[src/rtl/axil_pkg.sv]
// Shared types and constants for the AXI4-Lite command master.
// Holds the FSM state encoding, the AXI response codes and a bus-state helper.
// No ports; imported by the master top.
package axil_pkg;

  typedef enum logic [2:0] {
    ST_IDLE         = 3'd0,
    ST_WR_ADDR_DATA = 3'd1,
    ST_WR_RESP      = 3'd2,
    ST_RD_ADDR      = 3'd3,
    ST_RD_DATA      = 3'd4,
    ST_RSP          = 3'd5
  } state_t;

  localparam logic [1:0] RESP_OKAY   = 2'b00;
  localparam logic [1:0] RESP_SLVERR = 2'b10;

  // States in which the master is waiting on the AXI slave and the
  // phase timeout is running.
  function automatic logic is_bus_state(input state_t st);
    return (st == ST_WR_ADDR_DATA) || (st == ST_WR_RESP) ||
           (st == ST_RD_ADDR)      || (st == ST_RD_DATA);
  endfunction

endpackage

[src/rtl/axil_timeout_counter.sv]
// Purpose: counts cycles spent in one bus phase; flags the last allowed cycle.
// Latency: expired is combinational from the count (high on cycle timeout_cycles-1 of a phase).
// Backpressure: none; clear restarts the count, enable advances it, timeout_cycles=0 never expires.
// Ports: clk, rst_n, clear (phase change), enable (in a bus phase), expired.
module axil_timeout_counter #(
  parameter int timeout_cycles = 1024
) (
  input  logic clk,
  input  logic rst_n,
  input  logic clear,
  input  logic enable,
  output logic expired
);

  localparam int CW = (timeout_cycles > 1) ? $clog2(timeout_cycles) : 1;
  localparam logic [CW-1:0] LAST = CW'((timeout_cycles > 0) ? (timeout_cycles - 1) : 0);

  logic [CW-1:0] cnt_q;

  // Saturates at LAST so a phase that is held past expiry (handshake won
  // the tie) cannot wrap back to zero.
  always_ff @(posedge clk or negedge rst_n) begin
    if (!rst_n) begin
      cnt_q <= '0;
    end else if (clear) begin
      cnt_q <= '0;
    end else if (enable && (cnt_q != LAST)) begin
      cnt_q <= cnt_q + 1'b1;
    end
  end

  assign expired = (timeout_cycles != 0) && enable && (cnt_q == LAST);

endmodule

[src/rtl/axil_cmd_master.sv]
// Purpose: turns single read/write commands into AXI4-Lite transactions, one outstanding.
// Latency: command to AXI valid 1 cycle; response valid 1 cycle after the b/r handshake or timeout.
// Backpressure: cmd_ready only in IDLE; response held until rsp_ready; per-phase timeout aborts stuck slaves.
// Ports: cmd_* command in, rsp_* response out, m_axi_* AXI4-Lite master channels (aw, w, b, ar, r).
module axil_cmd_master
  import axil_pkg::*;
#(
  parameter int axi_width      = 32,
  parameter int timeout_cycles = 1024
) (
  input  logic                   clk,
  input  logic                   rst_n,
  input  logic                   cmd_valid,
  output logic                   cmd_ready,
  input  logic                   cmd_write,
  input  logic [11:0]            cmd_addr,
  input  logic [axi_width-1:0]   cmd_wdata,
  input  logic [axi_width/8-1:0] cmd_wstrb,
  output logic                   rsp_valid,
  input  logic                   rsp_ready,
  output logic [axi_width-1:0]   rsp_rdata,
  output logic [1:0]             rsp_resp,
  output logic                   rsp_timeout,
  output logic [11:0]            m_axi_awaddr,
  output logic [2:0]             m_axi_awprot,
  output logic                   m_axi_awvalid,
  input  logic                   m_axi_awready,
  output logic [axi_width-1:0]   m_axi_wdata,
  output logic [axi_width/8-1:0] m_axi_wstrb,
  output logic                   m_axi_wvalid,
  input  logic                   m_axi_wready,
  input  logic [1:0]             m_axi_bresp,
  input  logic                   m_axi_bvalid,
  output logic                   m_axi_bready,
  output logic [11:0]            m_axi_araddr,
  output logic [2:0]             m_axi_arprot,
  output logic                   m_axi_arvalid,
  input  logic                   m_axi_arready,
  input  logic [axi_width-1:0]   m_axi_rdata,
  input  logic [1:0]             m_axi_rresp,
  input  logic                   m_axi_rvalid,
  output logic                   m_axi_rready
);

  localparam int SW = axi_width / 8;

  state_t               state_q, state_d;
  logic                 rdy_en_q;
  logic [11:0]          addr_q;
  logic [axi_width-1:0] wdata_q;
  logic [SW-1:0]        wstrb_q;
  logic                 aw_done_q, w_done_q;
  logic [axi_width-1:0] rsp_rdata_q;
  logic [1:0]           rsp_resp_q;
  logic                 rsp_timeout_q;
  logic                 expired;

  logic cmd_fire, aw_fire, w_fire, b_fire, ar_fire, r_fire, rsp_fire;
  logic aw_done_n, w_done_n;

  assign cmd_fire  = cmd_valid & cmd_ready;
  assign aw_fire   = m_axi_awvalid & m_axi_awready;
  assign w_fire    = m_axi_wvalid & m_axi_wready;
  assign b_fire    = m_axi_bvalid & m_axi_bready;
  assign ar_fire   = m_axi_arvalid & m_axi_arready;
  assign r_fire    = m_axi_rvalid & m_axi_rready;
  assign rsp_fire  = rsp_valid & rsp_ready;
  // Address and data handshakes complete independently; include this cycle's.
  assign aw_done_n = aw_done_q | aw_fire;
  assign w_done_n  = w_done_q | w_fire;

  // A state change restarts the phase timer.
  axil_timeout_counter #(
    .timeout_cycles(timeout_cycles)
  ) u_timeout (
    .clk    (clk),
    .rst_n  (rst_n),
    .clear  (state_d != state_q),
    .enable (is_bus_state(state_q)),
    .expired(expired)
  );

  // State register plus latched command / response fields.
  always_ff @(posedge clk or negedge rst_n) begin
    if (!rst_n) begin
      state_q       <= ST_IDLE;
      rdy_en_q      <= 1'b0;
      addr_q        <= '0;
      wdata_q       <= '0;
      wstrb_q       <= '0;
      aw_done_q     <= 1'b0;
      w_done_q      <= 1'b0;
      rsp_rdata_q   <= '0;
      rsp_resp_q    <= '0;
      rsp_timeout_q <= 1'b0;
    end else begin
      state_q  <= state_d;
      // Keeps cmd_ready low while reset is held even though the state is IDLE.
      rdy_en_q <= 1'b1;
      if (cmd_fire) begin
        addr_q    <= cmd_addr;
        wdata_q   <= cmd_wdata;
        wstrb_q   <= cmd_wstrb;
        aw_done_q <= 1'b0;
        w_done_q  <= 1'b0;
      end else begin
        if (aw_fire) aw_done_q <= 1'b1;
        if (w_fire)  w_done_q  <= 1'b1;
      end
      // Handshakes are checked before the timeout so they win a tie.
      if ((state_q == ST_WR_RESP) && b_fire) begin
        rsp_rdata_q   <= '0;
        rsp_resp_q    <= m_axi_bresp;
        rsp_timeout_q <= 1'b0;
      end else if ((state_q == ST_RD_DATA) && r_fire) begin
        rsp_rdata_q   <= m_axi_rdata;
        rsp_resp_q    <= m_axi_rresp;
        rsp_timeout_q <= 1'b0;
      end else if ((state_d == ST_RSP) && (state_q != ST_RSP)) begin
        rsp_rdata_q   <= '0;
        rsp_resp_q    <= RESP_SLVERR;
        rsp_timeout_q <= 1'b1;
      end
    end
  end

  // Next-state logic.
  always_comb begin
    state_d = state_q;
    case (state_q)
      ST_IDLE:         if (cmd_fire) state_d = cmd_write ? ST_WR_ADDR_DATA : ST_RD_ADDR;
      ST_WR_ADDR_DATA: if (aw_done_n && w_done_n) state_d = ST_WR_RESP;
                       else if (expired)          state_d = ST_RSP;
      ST_WR_RESP:      if (b_fire || expired)     state_d = ST_RSP;
      ST_RD_ADDR:      if (ar_fire)               state_d = ST_RD_DATA;
                       else if (expired)          state_d = ST_RSP;
      ST_RD_DATA:      if (r_fire || expired)     state_d = ST_RSP;
      ST_RSP:          if (rsp_fire)              state_d = ST_IDLE;
      default:                                    state_d = ST_IDLE;
    endcase
  end

  // Outputs decoded from registered state; all payloads come from registers.
  always_comb begin
    cmd_ready     = (state_q == ST_IDLE) && rdy_en_q;
    m_axi_awvalid = (state_q == ST_WR_ADDR_DATA) && !aw_done_q;
    m_axi_wvalid  = (state_q == ST_WR_ADDR_DATA) && !w_done_q;
    m_axi_bready  = (state_q == ST_WR_RESP);
    m_axi_arvalid = (state_q == ST_RD_ADDR);
    m_axi_rready  = (state_q == ST_RD_DATA);
    rsp_valid     = (state_q == ST_RSP);
    m_axi_awaddr  = addr_q;
    m_axi_araddr  = addr_q;
    m_axi_awprot  = 3'b000;
    m_axi_arprot  = 3'b000;
    m_axi_wdata   = wdata_q;
    m_axi_wstrb   = wstrb_q;
    rsp_rdata     = rsp_rdata_q;
    rsp_resp      = rsp_resp_q;
    rsp_timeout   = rsp_timeout_q;
  end

endmodule

[config.mk]
export PLATFORM = sky130hd
export DESIGN_NAME = axil_cmd_master
export DESIGN_NICKNAME = d
export VERILOG_FILES = /design/src/rtl/axil_pkg.sv /design/src/rtl/axil_timeout_counter.sv /design/src/rtl/axil_cmd_master.sv
export SDC_FILE = /design/constraint.sdc
export NUM_CORES = 1
export LEC_CHECK = 0
export ABC_AREA = 0
export ABC_CLOCK_PERIOD_IN_PS = 6400
export CORE_ASPECT_RATIO = 1.1
export CORE_MARGIN = 3
export CORE_UTILIZATION = 40
export DETAILED_ROUTE_END_ITERATION = 8
export GPL_TIMING_DRIVEN = 0
export HOLD_SLACK_MARGIN = 0.02
export PLACE_DENSITY = 0.83
export SETUP_SLACK_MARGIN = 0.3
export SLEW_MARGIN = 20
export SYNTH_ARGS = -nofsm -noshare
export SYNTH_HDL_FRONTEND = slang
export SYNTH_SLANG_ARGS = --single-unit
[constraint.sdc]
create_clock -name clk -period 6.4 [get_ports clk]
set_input_delay 0.64 -clock clk [delete_from_list [all_inputs] [get_ports clk]]
set_output_delay 0.64 -clock clk [all_outputs]
set_load 0.1 [all_outputs]
; ---- Word-level counts from Yosys, hierarchy flattened
; Cells that the tools add are included.
[classes]
addsub = 1
eq_ne = 10
muxes = 24
n_bitwise = 9
reduce_logical = 21
[ops]
columns = operator, count
row1 = $mux 32, 3
row2 = $mux 3, 7
row3 = $mux 10, 2
row4 = $pmux 3 s6, 1
row5 = $add 10x1->10 const B, 1
row6 = $eq 10x10->1 const B, 1
row7 = $ne 10x10->1 const B, 1
row8 = $eq 3x3->1 const B, 3
row9 = $logic_and 1x1->1, 9
row10 = $mux 2, 4
row11 = $and 1x1->1, 7
row12 = $mux 1, 7
row13 = $eq 3x2->1 const B, 2
row14 = $reduce_bool 2->1, 3
row15 = $logic_or 1x1->1, 5
row16 = $eq 3x1->1 const B, 1
row17 = $logic_not 3->1, 1
row18 = $ne 3x3->1, 1
row19 = $ne 3x3->1 const B, 1
row20 = $reduce_bool 3->1, 1
row21 = $logic_not 1->1, 2
row22 = $or 1x1->1, 2
[word_totals]
reg_bits = 99
inputBits = 94
out_inout_bits = 108
word_cells = 76

; ---- Depth between registers and ports, before layout
[logic_depth]
depth_word = 13
mapped_depth = 11
ltp_nobuf = 8

; ---- Modules after synthesis
; From an unflattened synthesis, not the netlist that was laid out.
[unflattened]
hier_cells = 431
hier_area_um2 = 4325.4
[modules_own_cells]
columns = mod, n_inst, cells_each, area_each_um2, seq_area_each_um2
row1 = axil_cmd_master, 1, 360, 3674.8, 2227.1
row2 = axil_timeout_counter, 1, 71, 650.6, 250.2

; ---- Worst setup path after synthesis
; Ideal clock, no wire load.
[synth_timing]
kind = flip-flop to flip-flop
startpoint = register state_q[2]
endpoint = register rsp_rdata_q[10], in the netlist rsp_rdata[10]
setup_time_ns = 0.123
arrival_ns = 4.260
t_required_ns = 6.277
slack_ns = 2.017
path_stages_with_launch = 10
path_buffers = 3
period_less_slack_ns = 4.383
path_cell_list = dfrtp_1 -> clkbuf_1 -> nor3b_1 -> nand2_1 -> o221ai_2 -> a21oi_1 -> or3_1 -> buf_2 -> buf_6 -> a22o_1
[synth_between]
elab_chain_len = 11
word_cells_on_any_way = 41
cone_classes = 7 x eq/ne / 10 x mux / 9 x bitwise / 15 x reduce/logical
[synth_lines]
columns = item, line_no
row1 = "start, declared", axil_cmd_master.sv:47  ; state_t state_q, state_d;
row2 = "start signal, assigned", axil_cmd_master.sv:97  ; state_q <= state_d;
row3 = $eq 3x2->1 (*), axil_cmd_master.sv:148  ; m_axi_bready = (state_q == ST_WR_RESP);
row4 = net m_axi_bready, axil_cmd_master.sv:34  ; output logic m_axi_bready,
row5 = $logic_or 1x1->1 (2 in series), axil_pkg.sv:21  ; return (st == ST_WR_ADDR_DATA) || (st == ST_WR_RESP) ||
row6 = $logic_or 1x1->1, axil_pkg.sv:22  ; (st == ST_RD_ADDR) || (st == ST_RD_DATA);
row7 = $logic_and 1x1->1, axil_timeout_counter.sv:32  ; assign expired = (timeout_cycles != 0) && enable && (cnt_q == LAST);
row8 = $mux 3 (tied with other cells), "axil_cmd_master.sv:133, axil_cmd_master.sv:136"
row9 = $mux 3 (on tied branches), --
row10 = $pmux 3 s6, axil_cmd_master.sv:130  ; case (state_q)
row11 = $eq 3x3->1, axil_cmd_master.sv:119  ; end else if ((state_d == ST_RSP) && (state_q != ST_RSP)) begin
row12 = $logic_and 1x1->1, axil_cmd_master.sv:119
row13 = $reduce_bool 3->1 (no line), --
row14 = "end signal, assigned", axil_cmd_master.sv:116  ; rsp_rdata_q <= m_axi_rdata;
row15 = "end, declared", axil_cmd_master.sv:53  ; logic [axi_width-1:0] rsp_rdata_q;
; The timed path passes the listed nets; every way through them passes the cells marked *.
; A chain may end at the register's enable or synchronous reset.

; ---- Worst setup path in the final report
[layout_timing]
startpoint = register state_q[2]
endpoint = output m_axi_bready
[layout_between]
elab_chain_len = 1
[layout_lines]
columns = item, line_no
row1 = $eq 3x2->1, axil_cmd_master.sv:148
row2 = "end, declared", axil_cmd_master.sv:34
; No other way between the ends.

==> impl_metrics.ini <==
[timing]
rsz0062_at_grt = no
setup-violations-final = 0
final.setup_skew_ns = 0.009028
max_freq_mhz = 295.9
finalCritPeriodShare_pct = 52.80
relSlewSlack_pct = 31.72
hold_viol_final = 0
slew_viol_final = 0
period_needed_ns = 3.379
tns_ns = 0
worstMarginPinSlew_ns = 1.021

[hold_path]
worst_hold_path_type = in -> async

[detailed_routing]
wl_met2_um = 5564
met1_length_um = 4684
routed_wl_um = 11520
route.met3.wl_um = 1002
vias_per_cell = 4.849
wl_per_cell_um = 15.42
drcViolationCount = 0
firstDrtPassIters = 4
ant_nets = 0
vias = 3622
drt_iter0_drc = 159
top_layer_used = met4

[synthesis]
synth_seq_cells = 99
async_flop_share_pct = 100.0
yosys_warnings = 0
syn_inst = 411
netlist_area_mm2 = 0.004139
ys_seq_area_share_pct = 59.85
yosysTopAreaCell = dfrtp_1
synth.distinct_cells = 39
synth_top_flop_cell = dfrtp_1
synth.top_cell.area_share_pct = 59.85
syn_area_per_cell_um2 = 10.07
synth_edf_count = 0
synthTopCellsByArea = dfrtp_1, nand2_1, a22o_1

[floorplan]
dieWidth_um = 103.0
io_pins = 202
die-area_mm2 = 0.01161
num_rows = 38
placeableCoreArea_mm2 = 0.009985
start_util_pct = 41.45
die_y_um = 112.7

[global_routing]
grt_usage_pct = 20.24
grt_overflow = 0
antenna_found_initial = 0
grt_pass1_vias = 3853
grt_max_degree = 67
grt_pass1_wl_um = 18510

[cts]
cts_buffers = 9
root_buffer = clkbuf_8
cts_tree = yes
cts_resized = 0
cts-htree-levels = 3
numClockSinks = 99
cts_setup_buffers = 0
clk_path_buf_depth = 2
clk_pin_slew_ns = 0.09
insertion_delay_ns = 0.36
cts_hold_buf = 0

[setup_path]
cp-start-kind = flip-flop
critical_path.max_fanout = 10
cp-end-kind = output port
worst_ep_arrival_time_ns = 2.74
cp.required_ns = 5.76
worst-setup-path-type = reg -> out

[final_layout]
fin_area_mm2 = 0.006457
final_cell_mix = clkdlybuf4s50_1, nand2_1, dfrtp_1
layout-drive-gt1-share_pct = 7.656
antenna_cells = 0
nFillCells = 793
syn_to_final_growth_pct = 56.02
fin_util_pct = 64.67
final_nets = 718
layout_commonest_cell = clkdlybuf4s50_1

[placement]
numPortBuffers = 195
dp_hpwl_um = 8775
postPlaceCellArea_mm2 = 0.006289
gp_congestion = 0.8216

[run_status]
status = finished, final reports clean

[run]
maxCapViolCount = 0
worst max-delay path, cell delays in order, from the launching register on:
cell and delay (ns):
dfrtp_1 0.39, clkbuf_1 0.24, nor3b_1 0.51, clkdlybuf4s50_1 1.25
flip-flops by register name, indices dropped and copies added, names as in the netlist, 2 cells and up:
name	cells
rsp_resp	2
m_axi_wdata	32
u_timeout.cnt_q	10
m_axi_araddr	12
rsp_rdata	32
state_q	3
m_axi_wstrb	4
per-stage QoR:
step	instances	setup slack, ns	hold WS [ns]
finish	747	3.021	0.1537
global route	747	2.804	0.1478
CTS	747	2.979	0.1416
detailed placement	732	3.395	0.4615
global placement	731	1.146	0.4579
floorplan	416	2.017	0.3444
per-layer routing:
| layer | track usage, % | vias to the layer above |
|---|---|---|
| li1 | - | 1745 |
| met4 | 8.031 | 0 |
| met5 | 0 | - |
| met2 | 34.19 | 146 |
| met3 | 5.842 | 16 |
| met1 | 23.95 | 1715 |
area by class of cell:
type / instances / area [um2] / area share [%]
inverters: 8 / 30.03 / 0.4650
well taps: 120 / 150.1 / 2.325
clock buffers: 11 / 141.4 / 2.190
flip-flops and latches: 99 / 2477 / 38.36
clock inverters: 4 / 27.53 / 0.4263
plain buffers: 40 / 244.0 / 3.778
multi-input cells: 269 / 1406 / 21.78
repair buffers: 196 / 1981 / 30.67
cells in the mapped netlist, drive strengths merged (4+ instances only):
cell type / instances
nand2: 156
or2: 4
xnor2: 7
dfrtp: 99
nor3: 10
a22o: 32
nor2: 6
clkbuf: 15
a21oi: 5
buf: 25
xor2: 4
nand3: 6
inv: 8
nor4: 4
final timing paths:
| kind | from | to | depth (start not counted) | slack, ns |
|---|---|---|---|---|
| min reg2reg | m_axi_wdata[3] | m_axi_wdata[3] | 2 | 0.48 |
| min | rst_n | rsp_rdata[16] | 1 | 0.15 |
| max reg2reg | state_q[2] | u_timeout.cnt_q[2] | 7 | 3.83 |
| max | state_q[2] | m_axi_bready | 3 | 3.02 |
| max in group asynchronous | rst_n | m_axi_wstrb[0] | 2 | 5.60 |
| min in group clk | m_axi_wdata[3] | m_axi_wdata[3] | 2 | 0.48 |
logic make-up (layout without fill, tap and decap cells):
kind of cell / after synthesis / after routing / synth area share [%]
mux: 3 / 3 / 0.7255
other cells: 2 / 7 / 0.1814
compound gates: 49 / 49 / 10.04
buf+inv: 48 / 259 / 6.620
flops: 99 / 99 / 59.85
fa+ha+maj: 1 / 1 / 0.3022
simple gates: 198 / 198 / 19.95
xor+xnor: 11 / 11 / 2.328
Power is not shown: default switching activity piles up to over one toggle a cycle in this logic, so the estimate is an artifact.
